### src/rtl/serial_addsub_ctrl_pkg.sv
// Shared encodings for the bit-serial add/subtract controller:
// FSM state values and the op-select meaning.
package serial_addsub_ctrl_pkg;

   typedef enum logic [1:0] {
      ST_IDLE  = 2'd0,
      ST_SHIFT = 2'd1,
      ST_DONE  = 2'd2
   } state_t;

   localparam logic OP_ADD = 1'b0;
   localparam logic OP_SUB = 1'b1;

endpackage

### src/rtl/serial_bit_slice.sv
// One-bit full adder slice built from two half-adder cells and an OR
// that merges their carries.
module serial_bit_slice (
   input  logic a_bit,
   input  logic b_bit,
   input  logic c_in,
   output logic s,
   output logic c_o
);

   logic half_sum;
   logic half_carry_ab;
   logic half_carry_c;

   assign half_sum      = a_bit ^ b_bit;
   assign half_carry_ab = a_bit & b_bit;
   assign s             = half_sum ^ c_in;
   assign half_carry_c  = half_sum & c_in;
   assign c_o           = half_carry_ab | half_carry_c;

endmodule

### src/rtl/serial_addsub_ctrl.sv
// Bit-serial add/subtract controller: one full-adder slice is stepped
// LSB-first over WIDTH cycles, with valid/ready handshakes on both sides.
module serial_addsub_ctrl #(
   parameter int WIDTH = 8,
   parameter int CNT_W = $clog2(WIDTH)
) (
   input  logic             clk,
   input  logic             rst,
   input  logic             in_valid,
   output logic             in_ready,
   input  logic [WIDTH-1:0] a,
   input  logic [WIDTH-1:0] b,
   input  logic             op_sub,
   output logic             out_valid,
   input  logic             out_ready,
   output logic [WIDTH-1:0] result,
   output logic             c_out,
   output logic             ovf,
   output logic             zero
);

   import serial_addsub_ctrl_pkg::*;

   localparam logic [CNT_W-1:0] LAST_BIT = CNT_W'(WIDTH - 1);

   state_t           state;
   logic [CNT_W-1:0] cnt;
   logic             carry;
   logic [WIDTH-1:0] sa;
   logic [WIDTH-1:0] sb;
   logic [WIDTH-1:0] r;
   logic [WIDTH-1:0] r_next;
   logic             slice_s;
   logic             slice_c;

   serial_bit_slice u_slice (
      .a_bit (sa[0]),
      .b_bit (sb[0]),
      .c_in  (carry),
      .s     (slice_s),
      .c_o   (slice_c)
   );

   assign r_next = {slice_s, r[WIDTH-1:1]};

   // The result port is loaded only on the final slice step, so a
   // half-built sum in r never reaches the outputs.
   always_ff @(posedge clk) begin
      if (rst) begin
         state     <= ST_IDLE;
         cnt       <= '0;
         carry     <= 1'b0;
         sa        <= '0;
         sb        <= '0;
         r         <= '0;
         in_ready  <= 1'b1;
         out_valid <= 1'b0;
         result    <= '0;
         c_out     <= 1'b0;
         ovf       <= 1'b0;
         zero      <= 1'b0;
      end else begin
         case (state)
            ST_IDLE: begin
               if (in_valid) begin
                  sa       <= a;
                  sb       <= (op_sub == OP_ADD) ? b : ~b;
                  carry    <= (op_sub == OP_SUB);
                  cnt      <= '0;
                  in_ready <= 1'b0;
                  state    <= ST_SHIFT;
               end
            end
            ST_SHIFT: begin
               carry <= slice_c;
               sa    <= sa >> 1;
               sb    <= sb >> 1;
               r     <= r_next;
               cnt   <= cnt + CNT_W'(1);
               // Carry into the MSB is still in the flop on this step.
               if (cnt == LAST_BIT) begin
                  result    <= r_next;
                  c_out     <= slice_c;
                  ovf       <= carry ^ slice_c;
                  zero      <= (r_next == '0);
                  out_valid <= 1'b1;
                  state     <= ST_DONE;
               end
            end
            ST_DONE: begin
               if (out_ready) begin
                  out_valid <= 1'b0;
                  in_ready  <= 1'b1;
                  state     <= ST_IDLE;
               end
            end
            default: begin
               out_valid <= 1'b0;
               in_ready  <= 1'b1;
               state     <= ST_IDLE;
            end
         endcase
      end
   end

endmodule

### config.mk
export PLATFORM = sky130hd
export DESIGN_NAME = serial_addsub_ctrl
export DESIGN_NICKNAME = d
export VERILOG_FILES = /design/src/rtl/serial_addsub_ctrl_pkg.sv /design/src/rtl/serial_bit_slice.sv /design/src/rtl/serial_addsub_ctrl.sv
export SDC_FILE = /design/constraint.sdc
export NUM_CORES = 1
export LEC_CHECK = 0
export CAP_MARGIN = 20
export CORE_MARGIN = 2
export CORE_UTILIZATION = 45
export DETAILED_ROUTE_END_ITERATION = 10
export GPL_TIMING_DRIVEN = 0
export MAX_ROUTING_LAYER = met4
export PLACE_DENSITY_LB_ADDON = 0.15
export SYNTH_ARGS = -nofsm -noshare
export SYNTH_HDL_FRONTEND = slang
export SYNTH_SLANG_ARGS = --single-unit
### constraint.sdc
create_clock -name clk -period 4.25 [get_ports clk]
set_input_delay 1.0625 -clock clk [delete_from_list [all_inputs] [get_ports clk]]
set_output_delay 1.0625 -clock clk [all_outputs]
set_load 0.03 [all_outputs]
==> results of run 1 <==
==> worst register-to-register path, cell delays in order (launching register included) <==
cell	delay (ns)
sky130_fd_sc_hd__dfxtp_1	0.36
sky130_fd_sc_hd__fa_1	0.56
sky130_fd_sc_hd__nor4_1	0.32
sky130_fd_sc_hd__nand3_1	0.13
sky130_fd_sc_hd__a21oi_1	0.13
==> routing by layer <==
layer	global-route usage, %	vias to the layer above	wire length [um]
met3	4.55	4	181
met1	25.2	727	1960
met4	6.00	0	40
li1	-	837	-
met2	29.3	36	1760
met5	-	-	0
==> power by group <==
part	switching (uW)	internal, uW	leakage (uW)
Combinational	54.8	54.1	0.000463
Clock	141	251	0.0000714
Sequential	12.7	410	0.000343
==> registers in the layout, indices dropped and copies added (netlist names) <==
signal	count
result	8
sa	8
sb	8
r	7
cnt	3
state	2
c_out	1
carry	1
in_ready	1
out_valid	1
ovf	1
zero	1
==> stage by stage <==
step	setup slack, ns	hold WS [ns]
after CTS	1.83	0.457
after global placement	1.69	0.443
after floorplan	2.35	0.445
final	1.84	0.455
after global routing	1.81	0.469
after detailed placement	1.69	0.445
==> placed cells by master (no fill, tap or decap), drive strengths merged, types with 2 or more instances in the layout <==
cell type / synthesis / final
nor2b: 2 / 2
inv: 10 / 10
bufinv: 0 / 2
a211oi: 2 / 2
nand2b: 2 / 2
nor2: 18 / 18
ha: 2 / 2
buf: 11 / 11
o21bai: 2 / 2
a21oi: 34 / 34
o22ai: 7 / 7
clkbuf: 7 / 13
xnor2: 8 / 8
o221a: 8 / 8
a22oi: 10 / 10
nor4: 2 / 2
nand3b: 2 / 2
dfxtp: 42 / 42
a2bb2oi: 2 / 2
nand2: 35 / 35
clkdlybuf4s50: 0 / 31
==> cell families (layout without fill, tap and decap cells) <==
logic type | count (synthesis) | after routing | share of synthesized area (%)
adder cells (fa/ha/maj) | 3 | 3 | 2.39
AND/OR/NAND/NOR | 66 | 66 | 15.2
XOR/XNOR | 9 | 9 | 4.19
multiplexers | 1 | 1 | 0.532
AO/OA/AOI/OAI | 69 | 69 | 26.7
buffers and inverters | 28 | 67 | 6.32
flip-flops | 42 | 42 | 44.7
==> worst paths after layout <==
kind / slack [ns] / to / cells after the start
max: 1.84 / out_valid / 1
min: 0.45 / result[7] / 2
max reg2reg: 2.70 / zero / 4
min reg2reg: 0.45 / result[7] / 2
==> layout make-up <==
cell class / instances / area (um^2) / area share (%)
well taps: 50 / 62.6 / 2.61
inverters: 10 / 37.5 / 1.57
clock buffers: 6 / 82.6 / 3.44
multi-input cells: 148 / 922 / 38.5
plain buffers: 18 / 81.3 / 3.39
flip-flops and latches: 42 / 841 / 35.1
repair buffers: 31 / 310 / 12.9
clock inverters: 2 / 60.1 / 2.51
==> run summary, run 1 <==
The congestion estimate from routability-driven global placement came to a little under 0.8. For the final routed database, the setup TNS stands at 0 ns. The post-place instance area came out at approximately 2300 um^2. The worst setup path is captured at a primary output. Summed over all layers, the global routing overflow is 0. By count the netlist is led by sky130_fd_sc_hd__dfxtp_1 (42), sky130_fd_sc_hd__nand2_1 (35), sky130_fd_sc_hd__a21oi_1 (34), sky130_fd_sc_hd__nor2_1 (18), sky130_fd_sc_hd__buf_2 (11).

The cts-stage hold buffer count came out at 0. In this run the most critical hold path is launched from result[7]. IR analysis of the VDD net gives a maximum drop of roughly 0.27 mV. The post-route DRC violation count came out at 0. The slew at the pin closest to its max-slew limit came out at about 0.65 ns. The number of warnings reported in the yosys synthesis log came out at 0. The number of clock buffers inserted by TritonCTS is 5. The routed via count is around 1.6k. The first-pass GRT wire length came out at between 6000 and 7000 um. The proportion of synthesized flip-flops having asynchronous set or reset came out at 0%. The count of max-cap constraint violations is 0.

The final layout net count came out at between 200 and 300. The worst setup path is of the reg -> out kind. The number of distinct library cells after synthesis came out at 32.

The number of setup violations in the final report came out at 0. The standard cell core area is between 4000 and 5000 um^2. The signal arrival time at the worst endpoint came out at between 1 and 1.5 ns. In this run the tightest slew margin relative to its limit is a little under three fifths. The run finished with clean final reports. The detailed-router iteration count before antenna repair came out at 4.

The cell total after placement is between 200 and 300. The final max-slew violation count is 0. For this design the top-level I/O count stands at 34.

The number of antenna violations at the first check in global routing came out at 0. The count of routing violations after the opening detailed-route iteration is between 100 and 150. The ratio of cells with drive above 1 in the final layout is about an eighth. The CTS root buffer is sky130_fd_sc_hd__clkbuf_8. Once the floorplan was initialized, standard cells occupied 47.0% of the core. The maximum root-to-sink buffer count came out at 2. The nature of the critical path startpoint is a flip-flop. In this run the biggest area consumer among cell types represents approximately 45% of the synthesized area. The post-route minimum period is roughly 2.4 ns. Clock-pin slew was measured on the worst setup and hold paths at approximately 0.090 ns.

The number of buffers and inverters on the critical path is 1. The cell area after technology mapping is between 1500 and 2000 um^2. The min-delay analysis places its worst path in the category reg -> reg.

The area growth from synthesis to layout is 27.4%. At the worst endpoint, the required time is ~3.2 ns. The overall power after layout is 923 uW. In this run the remaining antenna-violating nets after routing total 0. The cell count after synthesis came out at between 200 and 250. In this run the tool buffered the top-level ports with 31 buffer cells. Among cell families on the critical path, the largest total delay comes from buffers and inverters. In the synthesized netlist the dominant register cell turns out to be sky130_fd_sc_hd__dfxtp_1. For this run, the slowest stage of the critical path takes 0.68 ns. In this run the number of H-tree levels came out at 2. The number of hold-slack violations in the final timing report is 0. By area the synthesized netlist is led by sky130_fd_sc_hd__dfxtp_1 (45%), sky130_fd_sc_hd__a21oi_1 (9.0%), sky130_fd_sc_hd__nand2_1 (7.0%). The via-per-instance ratio came out at 5.22. The largest fanout on the critical path is 3. When the netlist entered floorplanning its net count stood at around 240. The maximum number of pins on one net before global-route repair is 14. The layout filler cell count came out at 372.

Setup repair after global routing left no endpoint under its margin. The part of the cycle the worst path needs came out at about 57%. Summed over all instances, the cell type with the most area after synthesis is sky130_fd_sc_hd__dfxtp_1. The antenna cell count came out at 0.

Summed over all layers, the routed wires come to roughly 3900 um. The non-filler instance count after layout is 307. The via count of the first global-routing pass came out at approximately 1.5k. The post-detailed-placement half-perimeter wirelength is approximately 2800 um. TritonCTS built the clock tree. The worst register-to-register path begins at carry.

The floorplan step defined a die boundary enclosing 4710 um^2. Row generation in the floorplan step produced 23 rows. The cell area power density came out at about 390 nW/um^2. The worst clock skew on the final layout came out at 0.00787 ns.

The analysis attributes to cell leakage a power of slightly below 0.0009 uW. The floorplan die height is a little under 70 um. The number of cells upsized or downsized after cts is 0.

The synthesized design contains 0 enable-type register cells. The first element of the critical path is out_valid. The combined global-route utilization of all metal layers is around a fifth. The library cell contributing the largest single delay on the critical path is sky130_fd_sc_hd__clkdlybuf4s50_1. Dividing the detail-routed wire length by the instance count gives roughly 13 um. The highest clock frequency the design can meet is approximately 420 MHz. The post-CTS setup buffer count came out at 0. The synthesis-stage register bit count is between 40 and 50. The clock latency reported for the late side of the worst-skew pair is between 0.2 and 0.3 ns. Walking the worst path, the cells encountered are clkdlybuf4s50_1. The utilization after layout is about three fifths. From left edge to right edge, the die measures just under 70 um. The design area is between 2000 and 2500 um^2. The part of the Yosys area used for sequential elements came out at 44.7%. Among all cell types in the netlist, the one instantiated most often is sky130_fd_sc_hd__dfxtp_1. The mean instance size in the synthesized netlist came out at 8.63 um^2. The clock sink count is 42.
Power figures use the tool's default switching activity.
==> run 2, diff against run 1 <==
==> constraint.sdc (replaced) <==
create_clock -name clk -period 2.3 [get_ports clk]
set_input_delay 0.575 -clock clk [delete_from_list [all_inputs] [get_ports clk]]
set_output_delay 0.575 -clock clk [all_outputs]
set_load 0.03 [all_outputs]
==> results of run 2 <==
Same layout as run 1 (identical final DEF). Status: completed.
Among the figures that moved: setup slack after placement 1.69 ns -> 0.224 ns; setup slack after layout 1.84 ns -> 0.381 ns; register-to-register setup slack 2.70 ns -> 0.75 ns; total power 923 uW -> 1710 uW; worst IR drop on VDD 0.274 mV -> 0.505 mV
==> run 3, diff against run 2 <==
==> constraint.sdc (replaced) <==
create_clock -name clk -period 1.8 [get_ports clk]
set_input_delay 0.45 -clock clk [delete_from_list [all_inputs] [get_ports clk]]
set_output_delay 0.45 -clock clk [all_outputs]
set_load 0.03 [all_outputs]
==> run 3 against run 2 <==
- largest power group unchanged
- critical path type unchanged
- setup slack lost 0.33 ns
- critical path depth is the same
- largest cell class unchanged
- highest routed layer unchanged
- critical endpoint is now result[0]
- utilization grew 0.094 points
- combinational power grew 28%
- clock power grew 28%
- non-clock buffer count is the same
- clock-buffer cell count is the same
- sequential share of layout area shrank 0.055 points
- global-route usage is the same
- hold slack is the same
- die area is the same
- wire length grew 0.18%
==> run summary, run 3 (synthesized netlist as in run 1, its figures left out) <==
The flow ran to the end, and the final reports show no timing, DRC or antenna violations. The clock latency reported for the late side of the worst-skew pair was 0.29 ns (about the same). The detailed-router iteration count before antenna repair came to 4 (unchanged). The first-pass GRT wire length is 6560 um (unchanged).

TritonCTS built the clock tree. The net switching fraction of the power is 22.6%. The routed via count came to 1613 (+0.56%). The number of buffers and inverters on the critical path came out at 1 (unchanged). The post-route minimum period came out at 1.75 ns. The standard cell core area is 4000 um^2 (unchanged). The proportion of power drawn by combinational gates came out at 11.8% (about the same). The count of input and output buffers is 31 (unchanged).

The post-detailed-placement half-perimeter wirelength is 2750 um (unchanged). The internal power contribution came out at ~1700 uW. The worst stage delay on the critical path came out at 0.67 ns (about the same). The final estimated routing congestion in global placement is 0.785 (unchanged). The I/O pin count is 34 (unchanged). The remaining antenna violation count came out at 0 (unchanged). The H-tree depth was 2 (unchanged).

The final wirelength came to 3950 um (+0.18%). The slew at the pin closest to its max-slew limit was 0.653 ns (-0.000382 ns). After layout, the worst setup slack is 0.0541 ns.

The worst-case headroom to the max-slew limit is 56.4% (about the same). The via-per-instance ratio came out at 5.25 (+0.56%). In the final layout, the registers with the most flip-flops are result: 8 flops, sa: 8 flops, sb: 8 flops. The post-CTS setup buffer count came to 0 (unchanged).

The highest clock frequency the design can meet is ~570 MHz. The sequential power share is 45.8% (about the same). The switching power came out at approximately 500 uW. The part of the cycle the worst path needs came out at slightly below 100%. The floorplan die height came out at 68.7 um (unchanged). The worst clock skew on the final layout came out at 0.00788 ns (+0.0000127 ns). The post-route DRC violation count came to 0 (unchanged). The tree is rooted in a sky130_fd_sc_hd__clkbuf_8. The part of the power in the clock network is 42.4% (about the same). The final layout net count came to 280 (unchanged). The minimum setup slack among reg-to-reg paths is between 0.2 and 0.3 ns. The number of setup violations in the final report came to 0 (unchanged). The signal arrival time at the worst endpoint is 1.30 ns (-0.04 ns). The cell type group with the largest total delay on the critical path is buffers and inverters. The clock sink count came out at 42 (unchanged).

The number of clock buffers inserted by TritonCTS was 5 (unchanged). IR analysis of the VDD net gives a maximum drop of roughly 0.65 mV. The clock input transition at the sequential cells of the worst setup and hold paths is 0.09 ns (about the same). The worst setup path is launched from a flip-flop. The number of hold-slack violations in the final timing report came out at 0 (unchanged).

The count of max-cap constraint violations came out at 0 (unchanged). The relative area change from synthesis to final layout is 27.6%. The cell area power density came out at ~910 nW/um^2. The die outline area is 4710 um^2 (unchanged). The combined global-route utilization of all metal layers is 19.2% (unchanged). The number of antenna violations at the first check in global routing was 0 (unchanged). The top cell types in the final layout, fill and taps aside, are sky130_fd_sc_hd__dfxtp_1 (42), sky130_fd_sc_hd__nand2_1 (35), sky130_fd_sc_hd__a21oi_1 (34). Setup repair after global routing left no endpoint under its margin.

The via count of the first global-routing pass was 1456 (unchanged). The path class of the tightest hold or removal check is reg -> reg. The largest fanout on the critical path is 2 (-1).

The initial cell density of the core is 47.0% (unchanged). The antenna cell count is 0 (unchanged). The maximum number of pins on one net before global-route repair is 14 (unchanged). The cell leakage power came out at 0.000905 uW (+3.3%).

Leaving out fill and tap cells, the most frequent cell in the layout is sky130_fd_sc_hd__dfxtp_1. The final max-slew violation count is 0 (unchanged). The ratio of cells with drive above 1 in the final layout is 13.2% (unchanged). The worst setup slack before clock tree synthesis is -0.151 ns. The library cell contributing the largest single delay on the critical path is sky130_fd_sc_hd__clkdlybuf4s50_1. For the worst setup path, the data required time is approximately 1.4 ns.

The overall power after layout came out at between 2000 and 2500 uW. The die boundary width is 68.7 um (unchanged). The residual overflow from global routing came out at 0 (unchanged). The number of rows in the core area came out at 23 (unchanged). The signal on the critical path passes through clkdlybuf4s50_1.

The maximum root-to-sink buffer count came out at 2 (unchanged). The worst setup path is of the reg -> out kind. The final routed wire length divided by cell count is 12.9 um (+0.18%). STA classifies the critical path endpoint as a primary output. The count of routing violations after the opening detailed-route iteration came out at 125 (unchanged).
run 3: changes by cell type in the layout (fill, tap and decap cells not counted), sizes merged:
cell | before | now
dlygate4sd2 | 0 | 1
clkdlybuf4s50 | 31 | 28
dlymetal6s2s | 0 | 2
run 3: per-layer routing:
metal,share of wire (%),vias up,GRT usage (%)
met5,0,-,-
li1,-,837,-
met4,1.0,0,6.00
met1,50,739,25.2
met3,4.3,4,4.55
met2,45,33,29.3
run 3: layout make-up:
cell class | count | area, um^2
timing repair buffer | 31 | 314
sequential | 42 | 841
buffer | 18 | 81.3
clock buffer | 6 | 82.6
inverter | 10 | 37.5
clock inverter | 2 | 60.1
multi-input combinational | 148 | 922
tap | 50 | 62.6
fill | 371 | 1600
run 3: power groups by stage:
| stage | clock, uW | combinational, uW | sequential (uW) |
|---|---|---|---|
| after global routing | 967 | 284 | 1000 |
| after detailed placement | 0 | 256 | 1020 |
| final | 925 | 257 | 999 |
| after global placement | 0 | 253 | 1020 |
| after CTS | 935 | 258 | 998 |
| after floorplan | 0 | 169 | 1020 |
run 3: path summary, 6_finish.rpt:
check	to	from	cells past startpoint
hold reg to reg	result[7]	result[7]	2
setup reg to reg	zero	carry	4
hold / removal	result[7]	result[7]	2
setup / recovery	result[0]	result[0]	1
run 3: metrics by stage:
stage	hold WS [ns]	area [um^2]	std cells	util (%)	setup TNS (ns)
global placement	0.443	2250	299	56.4	-1.69
global route	0.469	2400	307	60.0	0
floorplan	0.445	1880	218	-	0
finish	0.455	2400	307	60.0	0
detailed placement	0.445	2250	299	56.4	-1.59
CTS	0.457	2400	307	59.9	0
run 3: tightest hold or removal path, delay by kind of cell (launching register included):
family          cells  cell delay (ns)
compound gates      1             0.05
flops               1             0.32
simple gates        1             0.05
run 3: repair_timing:
action,CTS,global route
hold buffers,0,0
cloned,0,0
gates resized for setup,1,2
endpoints found under the setup margin,1,2
==> RTL edit 1, RTL diff (flow settings as in run 3) <==
Change the parameter `WIDTH` from 8 to 4.
--- a/src/rtl/serial_addsub_ctrl.sv
+++ b/src/rtl/serial_addsub_ctrl.sv
@@ -2,5 +2,5 @@
 // LSB-first over WIDTH cycles, with valid/ready handshakes on both sides.
 module serial_addsub_ctrl #(
-   parameter int WIDTH = 8,
+   parameter int WIDTH = 4,
    parameter int CNT_W = $clog2(WIDTH)
 ) (
Interface: changed (resized a, b and result); port bits go from 34 to 22. The function was not compared with the original's and may differ.
==> RTL edit 1 against run 3 <==
  * Clock power shrank 72%
  * Total power decreased by 54%
  * Wire length fell by 46%
  * Register-to-register slack gained 160 ps
  * Via count down 43%
  * Sequential cell count decreased by 17
  * Die area down 39%
  * Combinational power is 39% lower
  * Area after synthesis is 41% lower
  * First-iteration DRC count down 79%
  * Cell count down 44%
  * Worst setup slack better by 180 ps
  * Final area fell by 44%
  * Largest cell class unchanged
  * Highest routed layer unchanged
==> RTL edit 1: results (changes against run 3) <==
synth_adder_area_share_pct: 2.941  # +0.55 points
grt_usage_pct: 17.84  # -1.4 points
power.internal_mw: 0.7422  # -56%
p_leak_nw: 0.6187  # -32%
drive_above_1_share_pct: 9.790  # -3.4 points
holdWs_ps: 379.2  # -75.33 ps
wl_met3_um: 90  # -47%
crit_start: "out_valid"
grt_max_degree: 15  # +1
status: "finished, final reports clean"
synth_xor_area_share_pct: 3.959  # -0.23 points
root_buffer: "clkbuf_4"
portBuffers: 19  # -39%
dr_wl_met2_um: 948  # -46%
crit_arrival_ps: 1110  # -190 ps
synth_compound_area_share_pct: 15.50  # -11 points
met1_length_um: 1023  # -48%
timing.final.ws_setup_ps: 238.4  # +184.3 ps
gr-usage-met1_pct: 21.95  # -3.2 points
use_met2_pct: 27.98  # -1.3 points
synth_nets: 135  # -44%
ys_seq_area_share_pct: 45.25  # +0.57 points
grt_pass1_vias: 800  # -45%
synth_area_um2: 1106  # -41%
clk_pin_slew_ps: 140  # +50 ps
crit_path_max_fanout: 3  # +1
crit_end: "out_valid"
holdPathEnd: "state[0]"
r2r_setup_slack_ps: 410  # +160 ps
place_ws_ps: -73.18  # +77.97 ps
yosys-top-cells-count: "dfxtp_1, nor2_1, mux2i_1"
gp_congestion: 0.7679  # -2.1%
clk_latency_ps: 320  # +30 ps
min_path_type: "in2reg"
yosys-top-cells-area: "dfxtp_1, mux2i_1, nor2_1"
grtUsageMet3_pct: 3.333  # -1.2 points
skew_ps: 5.769  # -2.115 ps
hold_path.startpoint: "rst"
pwr-share-comb_pct: 15.4  # +3.6 points
cts_inserted_buffers: 3  # -2
pg_seq_mw: 0.597  # -40%
largestRegisters: "result x4, sa x4, sb x4"
vias: 914  # -43%
cts_max_level: 1  # -1
routed_via_density: 5.345  # +1.7%
fin_nets: 159  # -43%
wl_um: 2112  # -46%
p_per_area_nw_per_um2: 744.1  # -18%
max_stage_delay_ps: 410  # -260 ps
synth_mux_area_share_pct: 8.145  # +7.6 points
-- RTL edit 1: what timing repair did --
action                     4_1_cts  5_1_grt
pin swaps                        0        0
gates resized for setup          7        2
setup endpoints to repair        7        2
-- RTL edit 1: area by class of cell --
class                           count  area [um2]
Timing Repair Buffer               19       186.4
Fill cell                         215       920.9
Buffer                              9       48.80
Sequential cell                    25       500.5
Clock inverter                      1       5.005
Inverter                            3       11.26
Clock buffer                        3       22.52
Multi-Input combinational cell     83       545.5
Tap cell                           28       35.03
-- RTL edit 1: per-stage QoR --
| step | cell area (um2) | util (%) |
|---|---|---|
| after floorplan | 1106 | - |
| after CTS | 1350 | 59.32 |
| after detailed placement | 1331 | 58.49 |
| after global routing | 1355 | 59.54 |
| after global placement | 1331 | 58.49 |
| final | 1355 | 59.54 |
==> RTL edit 2, RTL diff (flow settings as in run 3) <==
Made on the original files. Make the reset (`rst`) asynchronous in one clocked block.
--- a/src/rtl/serial_addsub_ctrl.sv
+++ b/src/rtl/serial_addsub_ctrl.sv
@@ -46,5 +46,5 @@
    // The result port is loaded only on the final slice step, so a
    // half-built sum in r never reaches the outputs.
-   always_ff @(posedge clk) begin
+   always_ff @(posedge clk or posedge rst) begin
       if (rst) begin
          state     <= ST_IDLE;
Function: differs if rst is asserted again (counterexample within 4 cycles, from zero or initial values and one cycle with rst high); with rst held inactive, the same outputs for 10 cycles.
==> RTL edit 2 against run 3 <==
  * Critical path depth unchanged
  * Final area up 1.5%
  * Worst setup slack worse by 7.3 ps
  * Fmax down 0.42%
  * Wire length down 3.9%
  * Sequential cell count unchanged
  * Area after synthesis up 2.1%
Power is not compared: it rests on default switching activity, and its combinational part moved more than twofold at a synthesized area within 25%.
==> RTL edit 2: results (changes against run 3) <==
portBuffers: 32  # +3.2%
synth_ff_type: "dfrtp_1"
skew_ps: 7.485  # -0.3989 ps
multi_input_area_share_pct: 32.24  # -6.2 points
non_clock_buffer_count: 43  # -12%
synth_nets: 186  # -23%
dp_hpwl_um: 2572  # -6.6%
dr_wl_met2_um: 1859  # +5.5%
tightest_slew_ps: 881.9  # +228.4 ps
r2r_setup_slack_ps: 210  # -40 ps
grt_pass1_vias: 1362  # -6.5%
drive_above_1_share_pct: 19.31  # +6.1 points
wl_um: 3790  # -3.9%
grtUsageMet3_pct: 5.669  # +1.1 points
nFlopsAndLatches: 42  # unchanged
use_met2_pct: 28.21  # -1.1 points
synth-async-reset-ratio_pct: 100.0  # +100 points
post-route-min-period_ps: 1753  # +7.336 ps
met1_length_um: 1669  # -15%
routed_via_density: 5.325  # +1.4%
holdWs_ps: 492.3  # +37.82 ps
dp.cells: 244  # -18%
synthDistinctLibCells: 31  # -3.1%
grt_pass1_wl_um: 6541  # -0.21%
yosys-top-cells-area: "dfrtp_1, mux2_2, nand2_1"
synth_area_um2: 1922  # +2.1%
avgSynthCellArea_um2: 11.86  # +37%
seq_share_pct: 43.17  # +8.2 points
status: "finished, final reports clean"
ir_worst_vdd_v: 0.0007046
inv_count: 2  # -8
clock_area_share_pct: 4.517  # -1.4 points
vias: 1342  # -17%
fin_nets: 225  # -20%
grt_max_degree: 43  # +29
power.total_mw: 3.970
post_dp_cell_area_um2: 2305  # +2.2%
fill_cells: 320  # -14%
grt_usage_pct: 18.03  # -1.2 points
gp_congestion: 0.7574  # -3.5%
p_per_area_nw_per_um2: 1629
num-multi-input-gates: 107  # -28%
clk_pin_slew_ps: 80
yosys-top-cells-count: "dfrtp_1, nand2_1, mux2_2"
wl_met3_um: 197  # +16%
layout.nonclk_buf_share_pct: 17.20  # +0.73 points
ys_seq_area_share_pct: 54.75  # +10 points
drt_iter0_drc: 83  # -34%
==> RTL edit 2: final timing paths <==
check | end | cells past startpoint | from
max | ovf | 1 | ovf
min | sa[3] | 2 | sa[3]
max reg2reg | result[0] | 5 | cnt[0]
min reg2reg | sa[3] | 2 | sa[3]
max in group asynchronous | sb[7] | 2 | rst
min in group asynchronous | result[3] | 2 | rst
==> RTL edit 2: cell families (layout without fill, tap and decap cells) <==
| kind of cell | count (synthesis) | count (layout) | synth area share, % |
|---|---|---|---|
| adders and majority gates | 3 | 3 | 2.344 |
| buffers and inverters | 13 | 53 | 4.362 |
| DFF | 42 | 42 | 54.75 |
| xor gates and xnor gates | 9 | 9 | 4.102 |
| AOI/OAI and AO/OA | 36 | 36 | 12.11 |
| and+or+nand+nor | 42 | 42 | 11.39 |
| muxes | 17 | 17 | 10.94 |
==> RTL edit 2: what timing repair did <==
action,CTS,global route
pin swaps,0,0
gates resized for setup,2,10
setup endpoints to repair,2,10
buffers inserted,0,0
